## src/rtl/combo_pkg.sv

```systemverilog
// Shared definitions for the 3-bit switch-code lock interface (sender and lock blocks).
`timescale 1ns/1ps
package combo_pkg;
  localparam int SW_W = 3;
  localparam logic [SW_W-1:0] SW_IDLE = 3'd0;

  typedef enum logic [1:0] {
    IDLE = 2'd0,
    SEND = 2'd1,
    WAIT = 2'd2,
    DONE = 2'd3
  } sender_state_t;
endpackage

```

## src/rtl/combo_code_sender_timer.sv

```systemverilog
// sender_timer: loadable down-counter that stops at zero; tc_o is high while the count is zero.
`timescale 1ns/1ps
module sender_timer #(
  parameter int W = 4
) (
  input  logic         clk_i,
  input  logic         rst_i,
  input  logic         load_i,
  input  logic [W-1:0] load_val_i,
  input  logic         en_i,
  output logic         tc_o
);
  logic [W-1:0] count_q;
  logic [W-1:0] count_d;

  always_comb begin
    count_d = count_q;
    if (load_i) begin
      count_d = load_val_i;
    end else if (en_i && (count_q != '0)) begin
      count_d = count_q - 1'b1;
    end
  end

  always_ff @(posedge clk_i or posedge rst_i) begin
    if (rst_i) begin
      count_q <= '0;
    end else begin
      count_q <= count_d;
    end
  end

  assign tc_o = (count_q == '0);
endmodule

```

## src/rtl/combo_code_sender.sv

```systemverilog
// combo_code_sender: plays a latched combination onto sw, then resolves the lock response.
// Optional replay-once-on-timeout is compiled in with `define COMBO_SENDER_RETRY_EN.
`timescale 1ns/1ps
module combo_code_sender
  import combo_pkg::*;
#(
  parameter int DIGITS  = 4,
  parameter int HOLD    = 1,
  parameter int TIMEOUT = 16
) (
  input  logic                   clk,
  input  logic                   reset,
  input  logic                   start,
  input  logic [SW_W*DIGITS-1:0] code_in,
  input  logic                   locked,
  input  logic                   alarm,
  output logic [SW_W-1:0]        sw,
  output logic                   busy,
  output logic                   done,
  output logic                   pass,
  output sender_state_t          dbg_state
);
  // Handshake: start is a one-cycle request honoured only in IDLE; each accepted
  // start produces exactly one done pulse, with pass valid from that cycle on.
  localparam int IDX_W = (DIGITS > 1) ? $clog2(DIGITS) : 1;
  localparam logic [IDX_W-1:0] LAST_IDX = IDX_W'(DIGITS - 1);
  localparam logic [3:0] HOLD_LD = 4'(HOLD - 1);
  localparam logic [7:0] TO_LD   = 8'(TIMEOUT);

  sender_state_t            state_q, state_d;
  logic [SW_W*DIGITS-1:0]   code_q, code_d;
  logic [IDX_W-1:0]         idx_q, idx_d, next_idx;
  logic [SW_W-1:0]          sw_q, sw_d;
  logic                     busy_q, busy_d;
  logic                     done_q, done_d;
  logic                     pass_q, pass_d;
  logic                     hold_load, hold_en, hold_tc;
  logic                     to_load, to_en, to_tc;
`ifdef COMBO_SENDER_RETRY_EN
  logic                     retry_q, retry_d;
`endif

  assign next_idx = idx_q + 1'b1;

  always_comb begin
    state_d   = state_q;
    code_d    = code_q;
    idx_d     = idx_q;
    sw_d      = sw_q;
    busy_d    = busy_q;
    done_d    = 1'b0;
    pass_d    = pass_q;
    hold_load = 1'b0;
    hold_en   = 1'b0;
    to_load   = 1'b0;
    to_en     = 1'b0;
`ifdef COMBO_SENDER_RETRY_EN
    retry_d   = retry_q;
`endif
    case (state_q)
      IDLE: begin
        sw_d   = SW_IDLE;
        busy_d = 1'b0;
`ifdef COMBO_SENDER_RETRY_EN
        retry_d = 1'b0;
`endif
        if (start) begin
          code_d    = code_in;
          idx_d     = '0;
          sw_d      = code_in[SW_W-1:0];
          busy_d    = 1'b1;
          pass_d    = 1'b0;
          hold_load = 1'b1;
          state_d   = SEND;
        end
      end
      SEND: begin
        hold_en = 1'b1;
        if (hold_tc) begin
          if (idx_q == LAST_IDX) begin
            sw_d    = SW_IDLE;
            to_load = 1'b1;
            state_d = WAIT;
          end else begin
            idx_d     = next_idx;
            sw_d      = code_q[next_idx*SW_W +: SW_W];
            hold_load = 1'b1;
          end
        end
      end
      WAIT: begin
        to_en = 1'b1;
        // alarm outranks a simultaneous unlock
        if (alarm) begin
          pass_d  = 1'b0;
          done_d  = 1'b1;
          state_d = DONE;
        end else if (!locked) begin
          pass_d  = 1'b1;
          done_d  = 1'b1;
          state_d = DONE;
        end else if (to_tc) begin
`ifdef COMBO_SENDER_RETRY_EN
          if (!retry_q) begin
            retry_d   = 1'b1;
            idx_d     = '0;
            sw_d      = code_q[SW_W-1:0];
            hold_load = 1'b1;
            state_d   = SEND;
          end else begin
            pass_d  = 1'b0;
            done_d  = 1'b1;
            state_d = DONE;
          end
`else
          pass_d  = 1'b0;
          done_d  = 1'b1;
          state_d = DONE;
`endif
        end
      end
      DONE: begin
        busy_d  = 1'b0;
        state_d = IDLE;
      end
      default: state_d = IDLE;
    endcase
  end

  always_ff @(posedge clk or posedge reset) begin
    if (reset) begin
      state_q <= IDLE;
      code_q  <= '0;
      idx_q   <= '0;
      sw_q    <= SW_IDLE;
      busy_q  <= 1'b0;
      done_q  <= 1'b0;
      pass_q  <= 1'b0;
    end else begin
      state_q <= state_d;
      code_q  <= code_d;
      idx_q   <= idx_d;
      sw_q    <= sw_d;
      busy_q  <= busy_d;
      done_q  <= done_d;
      pass_q  <= pass_d;
    end
  end

`ifdef COMBO_SENDER_RETRY_EN
  always_ff @(posedge clk or posedge reset) begin
    if (reset) begin
      retry_q <= 1'b0;
    end else begin
      retry_q <= retry_d;
    end
  end
`endif

  sender_timer #(.W(4)) u_hold_timer (
    .clk_i      (clk),
    .rst_i      (reset),
    .load_i     (hold_load),
    .load_val_i (HOLD_LD),
    .en_i       (hold_en),
    .tc_o       (hold_tc)
  );

  sender_timer #(.W(8)) u_wait_timer (
    .clk_i      (clk),
    .rst_i      (reset),
    .load_i     (to_load),
    .load_val_i (TO_LD),
    .en_i       (to_en),
    .tc_o       (to_tc)
  );

  assign sw        = sw_q;
  assign busy      = busy_q;
  assign done      = done_q;
  assign pass      = pass_q;
  assign dbg_state = state_q;
endmodule

```

## config.mk

```make
export PLATFORM = sky130hd
export DESIGN_NAME = combo_code_sender
export DESIGN_NICKNAME = d
export VERILOG_FILES = /design/src/rtl/combo_pkg.sv /design/src/rtl/combo_code_sender_timer.sv /design/src/rtl/combo_code_sender.sv
export SDC_FILE = /design/constraint.sdc
export NUM_CORES = 1
export LEC_CHECK = 0
export CAP_MARGIN = 15
export CORE_ASPECT_RATIO = 0.75
export CORE_MARGIN = 3
export CORE_UTILIZATION = 38
export CTS_CLUSTER_DIAMETER = 200
export DETAILED_ROUTE_END_ITERATION = 7
export SYNTH_ARGS = -nofsm -noshare
export SYNTH_HDL_FRONTEND = slang
export SYNTH_HIERARCHICAL = 1
export SYNTH_SLANG_ARGS = --single-unit
```

## constraint.sdc

```tcl
create_clock -name clk -period 5.55 [get_ports clk]
set_clock_uncertainty 0.2 [all_clocks]
set_input_delay 1.11 -clock clk [delete_from_list [all_inputs] [get_ports clk]]
set_output_delay 1.11 -clock clk [all_outputs]
set_load 0.02 [all_outputs]
```

==> out/results.tsv, run 1 <==
stage	metric	value	unit
sta	finalHoldViolCount	0	
worst_setup_path	setup.worst_path.end	u_hold_timer/count_q[3]	
clock_tree	cts_tree	built	
clock_tree	cts_resized	0	
power	p_sw	0.470	mW
worst_setup_path	start_kind	input port	
sta	fin_crit	3.08	ns
floorplanning	initial_core_util	41.1	%
worst_setup_path	cp.arrival	3.06	ns
clock_tree	cts_buffers	5	
logic_synthesis	synth_cell_types	55	
sta	tightestPinTransition	0.856	ns
worst_setup_path	rrSetupSlack	2.91	ns
power	seqPwrFrac	37.3	%
clock_tree	root_buffer	clkbuf_8	
routing	drtPass1Iterations	4	
routing	drc	0	
global_route	grt_start_max_net_pins	23	
global_route	gr-total-overflow	0	
floorplanning	core-area	4650	um2
routing	viasPerCell	5.25	
routing	vias	1418	
worst_setup_path	critPathBufInv	1	
clock_tree	postCtsSetupRepairBufs	0	
logic_synthesis	ys_seq_elements	34	
cells_and_area	nets	238	
clock_tree	clockBufferDepth	2	
logic_synthesis	synth-edff-count	0	
cells_and_area	layout_common_cells	34 x dfrtp_1, 24 x clkdlybuf4s50_1, 16 x nand2_1, 12 x conb_1	
floorplanning	die_h	67.4	um
cells_and_area	area_delta_synth_final	21.5	%
clock_tree	cts-hold-fix-buffers	0	
power	swShare	38.1	%
worst_setup_path	max_stage_delay	0.64	ns
logic_synthesis	synth-seq-area-share	44.5	%
worst_setup_path	r2r_end	u_hold_timer/count_q[3]	
floorplanning	io_pins	25	
logic_synthesis	synth_ff_type	dfrtp_1	
cells_and_area	utilization	49.9	%
worst_setup_path	cp.depth	5	
job	maxCapViolCount	0	
global_route	grt_pass1_vias	1359	
logic_synthesis	syn_area_per_cell	10.9	um2
sta	timing.slew.headroom	42.9	%
global_route	grt_usage	14.4	%
logic_synthesis	yosys_warnings	6	
floorplanning	rows	21	
cells_and_area	diodes	0	
power	power_frac_clock	15.5	%
sta	drv_slew	0	
clock_tree	clock_sinks	34	
power	p_comb_share	47.2	%
worst_setup_path	path_class	input port to register	
sta	grt_setup_unrepaired	false	
place	dp.final_hpwl	2860	um
routing	drt_iter0_drc	96	
floorplanning	dieArea	5920	um2
worst_setup_path	end_kind	register	
power	leakage	0.971	nW
clock_tree	cts-htree-levels	2	
routing	wl_per_cell	14.3	um
clock_tree	insertion_delay	0.29	ns
clock_tree	clkTransAtPathRegs	0.07	ns
cells_and_area	final_common_cell	dfrtp_1	
worst_setup_path	worst_path_dominant_cell_family	compound AO/OA/AOI/OAI gates	
worst_setup_path	cp_slowest_cell	clkdlybuf4s50_1	
place	globalplace.congestion	0.748	
worst_setup_path	crit_chain	clkdlybuf4s50_1, nand2_2, a21oi_1, nor3_1, a221o_1	
status	status	finished, final reports clean	
logic_synthesis	async_reset_ff_share	100	%
sta	fin_crit_sh	55.5	%
sta	tns	0	ns
power	peakVddDrop	0.210	mV
floorplanning	die_w	87.9	um
routing	drtAntennaViolNets	0	
worst_setup_path	reg2reg_from	u_hold_timer/count_q[0]	
sta	max_freq	0.325	GHz
power	power_density	531	nW/um2
sta	setup_viol_count_final	0	
worst_setup_path	cp.required	5.53	ns
logic_synthesis	netlist_area	1910	um2
routing	wirelength	3850	um
worst_setup_path	rr_worst_depth	8	
worst_setup_path	cp_max_fo	13	
global_route	grt_pass1_wl	6420	um
cells_and_area	drive_gt1_share	10.8	%
hold_path	hold_class	register to register	
place	port_buffers	24	
power	p_int	0.762	mW
worst_setup_path	crit_start	start	
global_route	antenna_found_initial	0	
logic_synthesis	syn_inst	176	
[cells by family (layout without fill, tap and decap cells)]
| family | count (synthesis) | count (layout) | share of synthesized area, % |
|---|---|---|---|
| xor gates and xnor gates | 4 | 4 | 1.83 |
| DFF | 34 | 34 | 44.5 |
| buffers and inverters | 16 | 43 | 3.67 |
| adders and majority gates | 9 | 9 | 5.89 |
| and+or+nand+nor | 55 | 55 | 17.6 |
| other | 2 | 12 | 0.393 |
| AOI/OAI and AO/OA | 38 | 38 | 13.8 |
| muxes | 18 | 18 | 12.3 |
[state kept, by name (all words and copies together) (netlist names)]
| name | count |
|---|---|
| code_q | 12 |
| u_wait_timer/count_q | 8 |
| u_hold_timer/count_q | 4 |
| sw | 3 |
| dbg_state | 2 |
| idx_q | 2 |
| busy | 1 |
| done | 1 |
| pass | 1 |
[tightest hold or removal path: cells and delay by family, from the launching register on]
kind               cells  cell delay [ns]
AOI/OAI and AO/OA      1             0.06
DFF                    1             0.35
and+or+nand+nor        1             0.05
[cell type report]
class	count	area (um2)
Timing Repair Buffer	24	240
Sequential cell	34	851
Inverter	11	41.3
Multi-Input combinational cell	136	1030
Fill cell	393	2330
Tap cell	57	71.3
Clock inverter	1	5.00
Clock buffer	7	86.3
[cell usage after synthesis (all sizes together) (2+ instances only)]
master / count / share of area [%]
a21boi: 2 / 0.79
mux2: 14 / 8.3
nor3: 2 / 0.52
mux4: 3 / 3.5
xnor2: 2 / 0.92
o21ai: 12 / 3.3
nor3b: 2 / 0.79
a21oi: 5 / 1.3
a311oi: 2 / 1.2
nand2b: 5 / 1.6
nand2: 17 / 3.5
xor2: 2 / 0.92
a22oi: 4 / 1.6
nand4: 2 / 0.65
nor2: 5 / 0.98
nand3: 6 / 1.6
inv: 11 / 2.2
buf: 3 / 1.1
ha: 9 / 5.9
clkbuf: 2 / 0.39
nor4b: 2 / 1.2
and3: 2 / 0.92
a31oi: 2 / 0.65
nor2b: 4 / 1.4
conb: 2 / 0.39
o31a: 2 / 0.92
dfrtp: 34 / 45
[metal layers]
metal  share of wire, %  track usage [%]
met1                 51             20.4
met2                 43             20.7
met3                5.0             3.90
met4                1.4             6.13
met5                  0                0
[worst min path at each step]
stage | from | to | slack (ns) | depth (start not counted)
floorplan | code_q[10] | code_q[10] | 0.26 | 1
CTS | busy | busy | 0.30 | 2
finish | busy | busy | 0.29 | 2
detailed placement | busy | busy | 0.28 | 2
global route | code_q[2] | code_q[2] | 0.32 | 1
global placement | code_q[2] | code_q[2] | 0.27 | 1
[per-stage QoR]
stage / worst slack, ns / area, um2 / hold WS (ns) / cells / total power, mW
global route: 2.29 / 2320 / 0.316 / 270 / 1.33
global placement: 2.28 / 2230 / 0.270 / 262 / 1.02
detailed placement: 2.15 / 2230 / 0.277 / 262 / 1.05
finish: 2.47 / 2320 / 0.286 / 270 / 1.23
floorplan: 3.18 / 1950 / 0.259 / 186 / 0.884
CTS: 2.47 / 2320 / 0.295 / 270 / 1.24
[power groups by stage]
stage | registers, mW | clock network [mW] | logic [mW]
2_1_floorplan | 0.470 | 0 | 0.413
3_3_place_gp | 0.455 | 0 | 0.562
3_5_place_dp | 0.464 | 0 | 0.582
4_1_cts | 0.460 | 0.196 | 0.586
5_1_grt | 0.475 | 0.208 | 0.647
6_report | 0.460 | 0.191 | 0.582
No activity file was read; power rests on OpenSTA's default activity.
==> run 2: changes to the inputs <==
==> constraint.sdc (replaced) <==
create_clock -name clk -period 3.15 [get_ports clk]
set_clock_uncertainty 0.2 [all_clocks]
set_input_delay 0.63 -clock clk [delete_from_list [all_inputs] [get_ports clk]]
set_output_delay 0.63 -clock clk [all_outputs]
set_load 0.02 [all_outputs]
==> run 2 against run 1 <==
  * Wire length is 0.13% lower
  * Design area is 1.5% higher
  * Clock power is 72% higher
  * Sequential power is 76% higher
  * Register-to-register slack worse by 2.2 ns
  * Power is 77% higher
  * Worst hold slack worse by 0.00069 ns
  * Combinational power is 79% higher
  * Highest routed layer unchanged
==> out/results.tsv, run 2 (same netlist as run 1, synthesis figures left out) <==
stage	metric	value	unit	change
status	status	finished, final reports clean		unchanged
sta	max_freq	0.408	GHz	
floorplanning	rows	21		unchanged
clock_tree	insertion_delay	0.28	ns	was 0.29 ns
routing	vias	1400		was 1418
sta	setup_viol_count_final	0		unchanged
cells_and_area	largest_register_ffs	12		unchanged
clock_tree	cts-hold-fix-buffers	0		unchanged
worst_setup_path	rr_worst_depth	7		was 8
clock_tree	clockBufferDepth	2		unchanged
floorplanning	die_w	87.9	um	unchanged
cells_and_area	n_fill_cell	401		was 393
routing	drt_iter0_drc	75		was 96
place	dp.final_hpwl	2940	um	was 2860 um
worst_setup_path	max_stage_delay	0.50	ns	was 0.64 ns
sta	tightestPinTransition	0.857	ns	was 0.856 ns
clock_tree	clkTransAtPathRegs	0.07	ns	about the same
hold_path	min_path_cells	2		unchanged
worst_setup_path	cp.arrival	2.42	ns	was 3.06 ns
routing	wl_per_cell	14.0	um	was 14.3 um
worst_setup_path	start_kind	register		was input port
global_route	gr-total-overflow	0		unchanged
clock_tree	postCtsSetupRepairBufs	0		unchanged
floorplanning	die_h	67.4	um	unchanged
cells_and_area	layout_common_cells	34 x dfrtp_1, 24 x clkdlybuf4s50_1, 16 x nand2_1, 12 x conb_1		unchanged
floorplanning	io_pins	25		unchanged
cells_and_area	area_delta_synth_final	23.3	%	was 21.5%
sta	drv_slew	0		unchanged
worst_setup_path	cp_slowest_cell	or4b_4		was clkdlybuf4s50_1
global_route	grt_usage	14.2	%	was 14.4%
hold_path	hold_class	register to register		unchanged
sta	finalHoldViolCount	0		unchanged
sta	fin_crit_sh	77.9	%	
worst_setup_path	cp_max_fo	4		was 13
worst_setup_path	critPathBufInv	1		unchanged
power	peakVddDrop	0.449	mV	was 0.210 mV
place	port_buffers	24		unchanged
place	dp_worst_setup_slack	0.714	ns	was 2.15 ns
worst_setup_path	cp.required	3.11	ns	was 5.53 ns
clock_tree	clock_sinks	34		unchanged
routing	wirelength	3840	um	was 3850 um
cells_and_area	diodes	0		unchanged
sta	hold_ws	0.286	ns	about the same
sta	grt_setup_unrepaired	false		unchanged
cells_and_area	final_common_cell	dfrtp_1		unchanged
worst_setup_path	worst_path_dominant_cell_family	simple AND/OR/NAND/NOR gates		was compound AO/OA/AOI/OAI gates
sta	setup_slack	0.698	ns	was 2.47 ns
cells_and_area	top_regs	code_q x12, u_wait_timer/count_q x8, u_hold_timer/count_q x4		unchanged
hold_path	min_to	busy		unchanged
power	leakage	0.990	nW	was 0.971 nW
worst_setup_path	crit_chain	inv_1, ha_1, or4b_4, nor2_1, nor2_1, a311oi_2, mux2_1		was clkdlybuf4s50_1, nand2_2, a21oi_1, nor3_1, a221o_1
cells_and_area	nets	242		was 238
global_route	antenna_found_initial	0		unchanged
clock_tree	root_buffer	clkbuf_8		unchanged
clock_tree	cts-htree-levels	2		unchanged
clock_tree	cts_buffers	5		unchanged
power	total_power	2.18	mW	was 1.23 mW
hold_path	worstHoldStart	busy		unchanged
sta	timing.slew.headroom	42.8	%	was 42.9%
job	maxCapViolCount	0		unchanged
worst_setup_path	path_class	register to register		was input port to register
sta	fin_crit	2.45	ns	
worst_setup_path	r2r_end	dbg_state[1]		was u_hold_timer/count_q[3]
clock_tree	cts_tree	built		unchanged
floorplanning	dieArea	5920	um2	unchanged
global_route	grt_pass1_vias	1339		was 1359
power	power_density	925	nW/um2	was 531 nW/um2
cells_and_area	top_register	code_q		unchanged
routing	drc	0		unchanged
global_route	grt_pass1_wl	6430	um	was 6420 um
worst_setup_path	reg2reg_from	u_wait_timer/count_q[0]		was u_hold_timer/count_q[0]
routing	drtPass1Iterations	4		unchanged
worst_setup_path	rrSetupSlack	0.70	ns	was 2.91 ns
worst_setup_path	end_kind	register		unchanged
clock_tree	cts_resized	0		unchanged
sta	tns	0	ns	unchanged
place	globalplace.congestion	0.750		was 0.748
routing	drtAntennaViolNets	0		unchanged
worst_setup_path	cp_common_cell	nor2_1		
cells_and_area	drive_gt1_share	12.9	%	was 10.8%
routing	viasPerCell	5.11		was 5.25
global_route	grt_start_max_net_pins	23		unchanged
floorplanning	initial_core_util	41.1	%	unchanged
floorplanning	core-area	4650	um2	unchanged
[run 2: cell types whose count changed in the layout (fill, tap and decap cells not counted)]
| cell | before | now |
|---|---|---|
| clkbuf_1 | 1 | 0 |
| buf_4 | 0 | 4 |
| clkinvlp_4 | 0 | 1 |
[run 2: final cells by class]
cell class / count / area [um2] / area share (%)
well taps: 57 / 71.3 / 3.03
repair buffers: 28 / 270 / 11.5
clock inverters: 2 / 12.5 / 0.531
flip-flops and latches: 34 / 851 / 36.1
clock buffers: 6 / 82.6 / 3.51
inverters: 11 / 41.3 / 1.75
multi-input cells: 136 / 1030 / 43.6
[run 2: worst max-delay path by stage]
stage          slack [ns]  cells after the start                     from                 endpoint
6_report             0.70                      7  u_wait_timer/count_q[0]             dbg_state[1]
4_1_cts              0.71                      7  u_wait_timer/count_q[0]             dbg_state[1]
3_3_place_gp         0.74                      6                    start  u_hold_timer/count_q[3]
2_1_floorplan        0.86                      9  u_hold_timer/count_q[0]  u_hold_timer/count_q[3]
5_1_grt              0.56                      7  u_wait_timer/count_q[0]             dbg_state[1]
3_5_place_dp         0.71                      6                    start  u_hold_timer/count_q[3]
[run 2: layer usage]
layer,wire length [um],vias up,track usage (%),part of all wire [%]
met2,1670,28,20.2,43
met5,0,-,0,0
met1,1970,660,21.1,51
li1,-,710,-,-
met3,183,2,4.39,4.8
met4,21,0,3.45,0.55
[run 2: power by group]
group	internal, mW	switching (mW)
combinational	0.533	0.508
clock	0.175	0.154
sequential	0.647	0.161
[run 2: tightest hold or removal path, stage by stage, from the launching register on]
cell	delay, ns
dfrtp_1	0.34
nand2_1	0.05
o21ai_0	0.06
[run 2: stage by stage]
step / util (%) / cells / cell area (um2)
after floorplan: - / 186 / 1950
after global placement: 48.6 / 266 / 2260
after detailed placement: 48.6 / 266 / 2260
after CTS: 50.7 / 274 / 2360
after global routing: 50.7 / 274 / 2360
final: 50.7 / 274 / 2360
==> run 3: changes to the inputs <==
==> constraint.sdc (replaced) <==
create_clock -name clk -period 2.5 [get_ports clk]
set_clock_uncertainty 0.2 [all_clocks]
set_input_delay 0.5 -clock clk [delete_from_list [all_inputs] [get_ports clk]]
set_output_delay 0.5 -clock clk [all_outputs]
set_load 0.02 [all_outputs]
==> run 3 against run 2 <==
  * Design area up 1.4%
  * Sequential power up 27%
  * Maximum frequency up 4.0%
  * Flip-flop and latch count unchanged
  * Worst setup slack worse by 0.56 ns
  * Register-to-register slack worse by 0.56 ns
  * Clock-buffer cell count up 1
  * Wire length up 3.6%
  * Combinational power up 31%
  * Non-clock buffer count up 3
  * Sequential share of layout area down 0.49 points
  * Highest routed layer unchanged
==> out/results.tsv, run 3 (same netlist as run 1, synthesis figures left out) <==
stage	metric	value	unit	change
sta	fin_crit	2.36	ns	was 2.45 ns
cells_and_area	top_register	code_q		unchanged
power	power_density	1170	nW/um2	was 925 nW/um2
cells_and_area	fin_cells	277		was 274
place	dp_worst_setup_slack	0.0440	ns	was 0.714 ns
status	status	finished, final reports clean		unchanged
clock_tree	clockBufferDepth	2		unchanged
clock_tree	clkTransAtPathRegs	0.07	ns	about the same
routing	drc	0		unchanged
power	p_sw	1.07	mW	was 0.823 mW
worst_setup_path	rrSetupSlack	0.14	ns	was 0.70 ns
clock_tree	insertion_delay	0.28	ns	about the same
cells_and_area	layout_common_cells	34 x dfrtp_1, 24 x clkdlybuf4s50_1, 16 x nand2_1, 12 x conb_1		unchanged
worst_setup_path	critPathBufInv	2		was 1
power	seqPwrFrac	36.7	%	was 37.1%
sta	setup_slack	0.141	ns	was 0.698 ns
clock_tree	clock_sinks	34		unchanged
power	swShare	38.4	%	was 37.8%
floorplanning	initial_core_util	41.1	%	unchanged
routing	drtAntennaViolNets	0		unchanged
place	placed_cells	269		was 266
worst_setup_path	path_class	register to register		unchanged
worst_setup_path	max_stage_delay	0.43	ns	was 0.50 ns
routing	viasPerCell	5.16		was 5.11
worst_setup_path	cp_common_cell	inv_1		was nor2_1
routing	wirelength	3980	um	was 3840 um
clock_tree	cts_buffers	5		unchanged
routing	drtPass1Iterations	4		unchanged
sta	timing.slew.headroom	57.6	%	was 42.8%
sta	setup_viol_count_final	0		unchanged
global_route	gr-total-overflow	0		unchanged
sta	finalHoldViolCount	0		unchanged
global_route	grt_pass1_vias	1372		was 1339
routing	drt_iter0_drc	58		was 75
clock_tree	cts_resized	0		unchanged
worst_setup_path	cp_max_fo	5		was 4
worst_setup_path	worst_path_dominant_cell_family	simple AND/OR/NAND/NOR gates		unchanged
sta	fin_crit_sh	94.4	%	was 77.9%
power	p_comb_share	48.6	%	was 47.8%
worst_setup_path	cp.arrival	2.32	ns	was 2.42 ns
cells_and_area	drive_gt1_share	14.5	%	was 12.9%
global_route	grt_pass1_wl	6630	um	was 6430 um
worst_setup_path	cp_slowest_cell	or3b_4		was or4b_4
power	leakage	1.01	nW	was 0.990 nW
power	p_int	1.73	mW	was 1.36 mW
floorplanning	dieArea	5920	um2	unchanged
floorplanning	die_h	67.4	um	unchanged
routing	vias	1428		was 1400
clock_tree	cts-htree-levels	2		unchanged
sta	max_freq	0.424	GHz	was 0.408 GHz
worst_setup_path	end_kind	register		unchanged
place	globalplace.congestion	0.847		was 0.750
global_route	grt_start_max_net_pins	23		unchanged
place	port_buffers	24		unchanged
place	dp.final_hpwl	3090	um	was 2940 um
clock_tree	cts_tree	built		unchanged
cells_and_area	largest_register_ffs	12		unchanged
clock_tree	root_buffer	clkbuf_8		unchanged
floorplanning	rows	21		unchanged
global_route	antenna_found_initial	0		unchanged
job	maxCapViolCount	0		unchanged
cells_and_area	nets	245		was 242
floorplanning	io_pins	25		unchanged
clock_tree	postCtsSetupRepairBufs	0		unchanged
cells_and_area	diodes	0		unchanged
cells_and_area	final_common_cell	dfrtp_1		unchanged
worst_setup_path	crit_chain	inv_1, ha_1, or3b_4, inv_1, a21boi_1, a311oi_2, mux2_1		was inv_1, ha_1, or4b_4, nor2_1, nor2_1, a311oi_2, mux2_1
sta	tightestPinTransition	0.628	ns	was 0.857 ns
floorplanning	die_w	87.9	um	unchanged
power	peakVddDrop	0.423	mV	was 0.449 mV
global_route	grt_usage	14.8	%	was 14.2%
sta	tns	0	ns	unchanged
power	power_frac_clock	14.7	%	was 15.1%
worst_setup_path	cp.required	2.46	ns	was 3.11 ns
cells_and_area	top_regs	code_q x12, u_wait_timer/count_q x8, u_hold_timer/count_q x4		unchanged
clock_tree	cts-hold-fix-buffers	0		unchanged
worst_setup_path	start_kind	register		unchanged
cells_and_area	area_delta_synth_final	25.0	%	was 23.3%
hold_path	hold_class	input port to async pin		was register to register
sta	drv_slew	0		unchanged
floorplanning	core-area	4650	um2	unchanged
routing	wl_per_cell	14.4	um	was 14.0 um
## run 3: cell types whose count changed in the layout (fill, tap and decap cells not counted), sizes merged
cell,delta
clkbuf,+1
buf,+3
clkinvlp,-1
## run 3: layer usage
metal / GRT usage (%) / up-vias / wire length, um
li1: - / 712 / -
met1: 21.8 / 687 / 2080
met5: 0 / - / 0
met2: 21.1 / 24 / 1700
met3: 3.78 / 5 / 157
met4: 4.60 / 0 / 46
## run 3: final timing paths
check,start,end,depth (start not counted)
min in group clk,code_q[10],code_q[10],1
hold / removal,reset,u_hold_timer/count_q[1],2
setup reg to reg,u_hold_timer/count_q[0],dbg_state[1],7
setup / recovery,u_hold_timer/count_q[0],dbg_state[1],7
max in group asynchronous,reset,dbg_state[0],3
hold reg to reg,code_q[10],code_q[10],1
## run 3: area by class of cell
cell class,count,area (um2)
inverter,11,41.3
timing repair buffer,31,293
clock inverter,1,5.00
fill,426,2260
sequential,34,851
multi-input combinational,136,1040
clock buffer,7,86.3
tap,57,71.3
## run 3: power by group through the flow
stage	clock (mW)	combinational (mW)	sequential [mW]
after detailed placement	0	1.34	1.03
final	0.412	1.36	1.03
after floorplan	0	0.918	1.04
after CTS	0.431	1.35	1.03
after global placement	0	1.29	1.01
after global routing	0.457	1.50	1.07
## run 3: stage by stage
step | cell area, um2 | util (%) | hold WS, ns | total power [mW]
final | 2390 | 51.4 | 0.260 | 2.80
after global routing | 2390 | 51.4 | 0.274 | 3.03
after CTS | 2370 | 51.1 | 0.265 | 2.81
after detailed placement | 2280 | 49.1 | 0.282 | 2.38
after global placement | 2280 | 49.1 | 0.273 | 2.30
after floorplan | 1950 | - | 0.0661 | 1.96
## run 3: worst register-to-register path, delay by kind of cell (launching register included)
kind | cells | cell delay, ns
simple gates | 1 | 0.43
fa+ha+maj | 1 | 0.21
buf+inv | 2 | 0.24
compound gates | 2 | 0.43
mux | 1 | 0.35
flops | 1 | 0.39
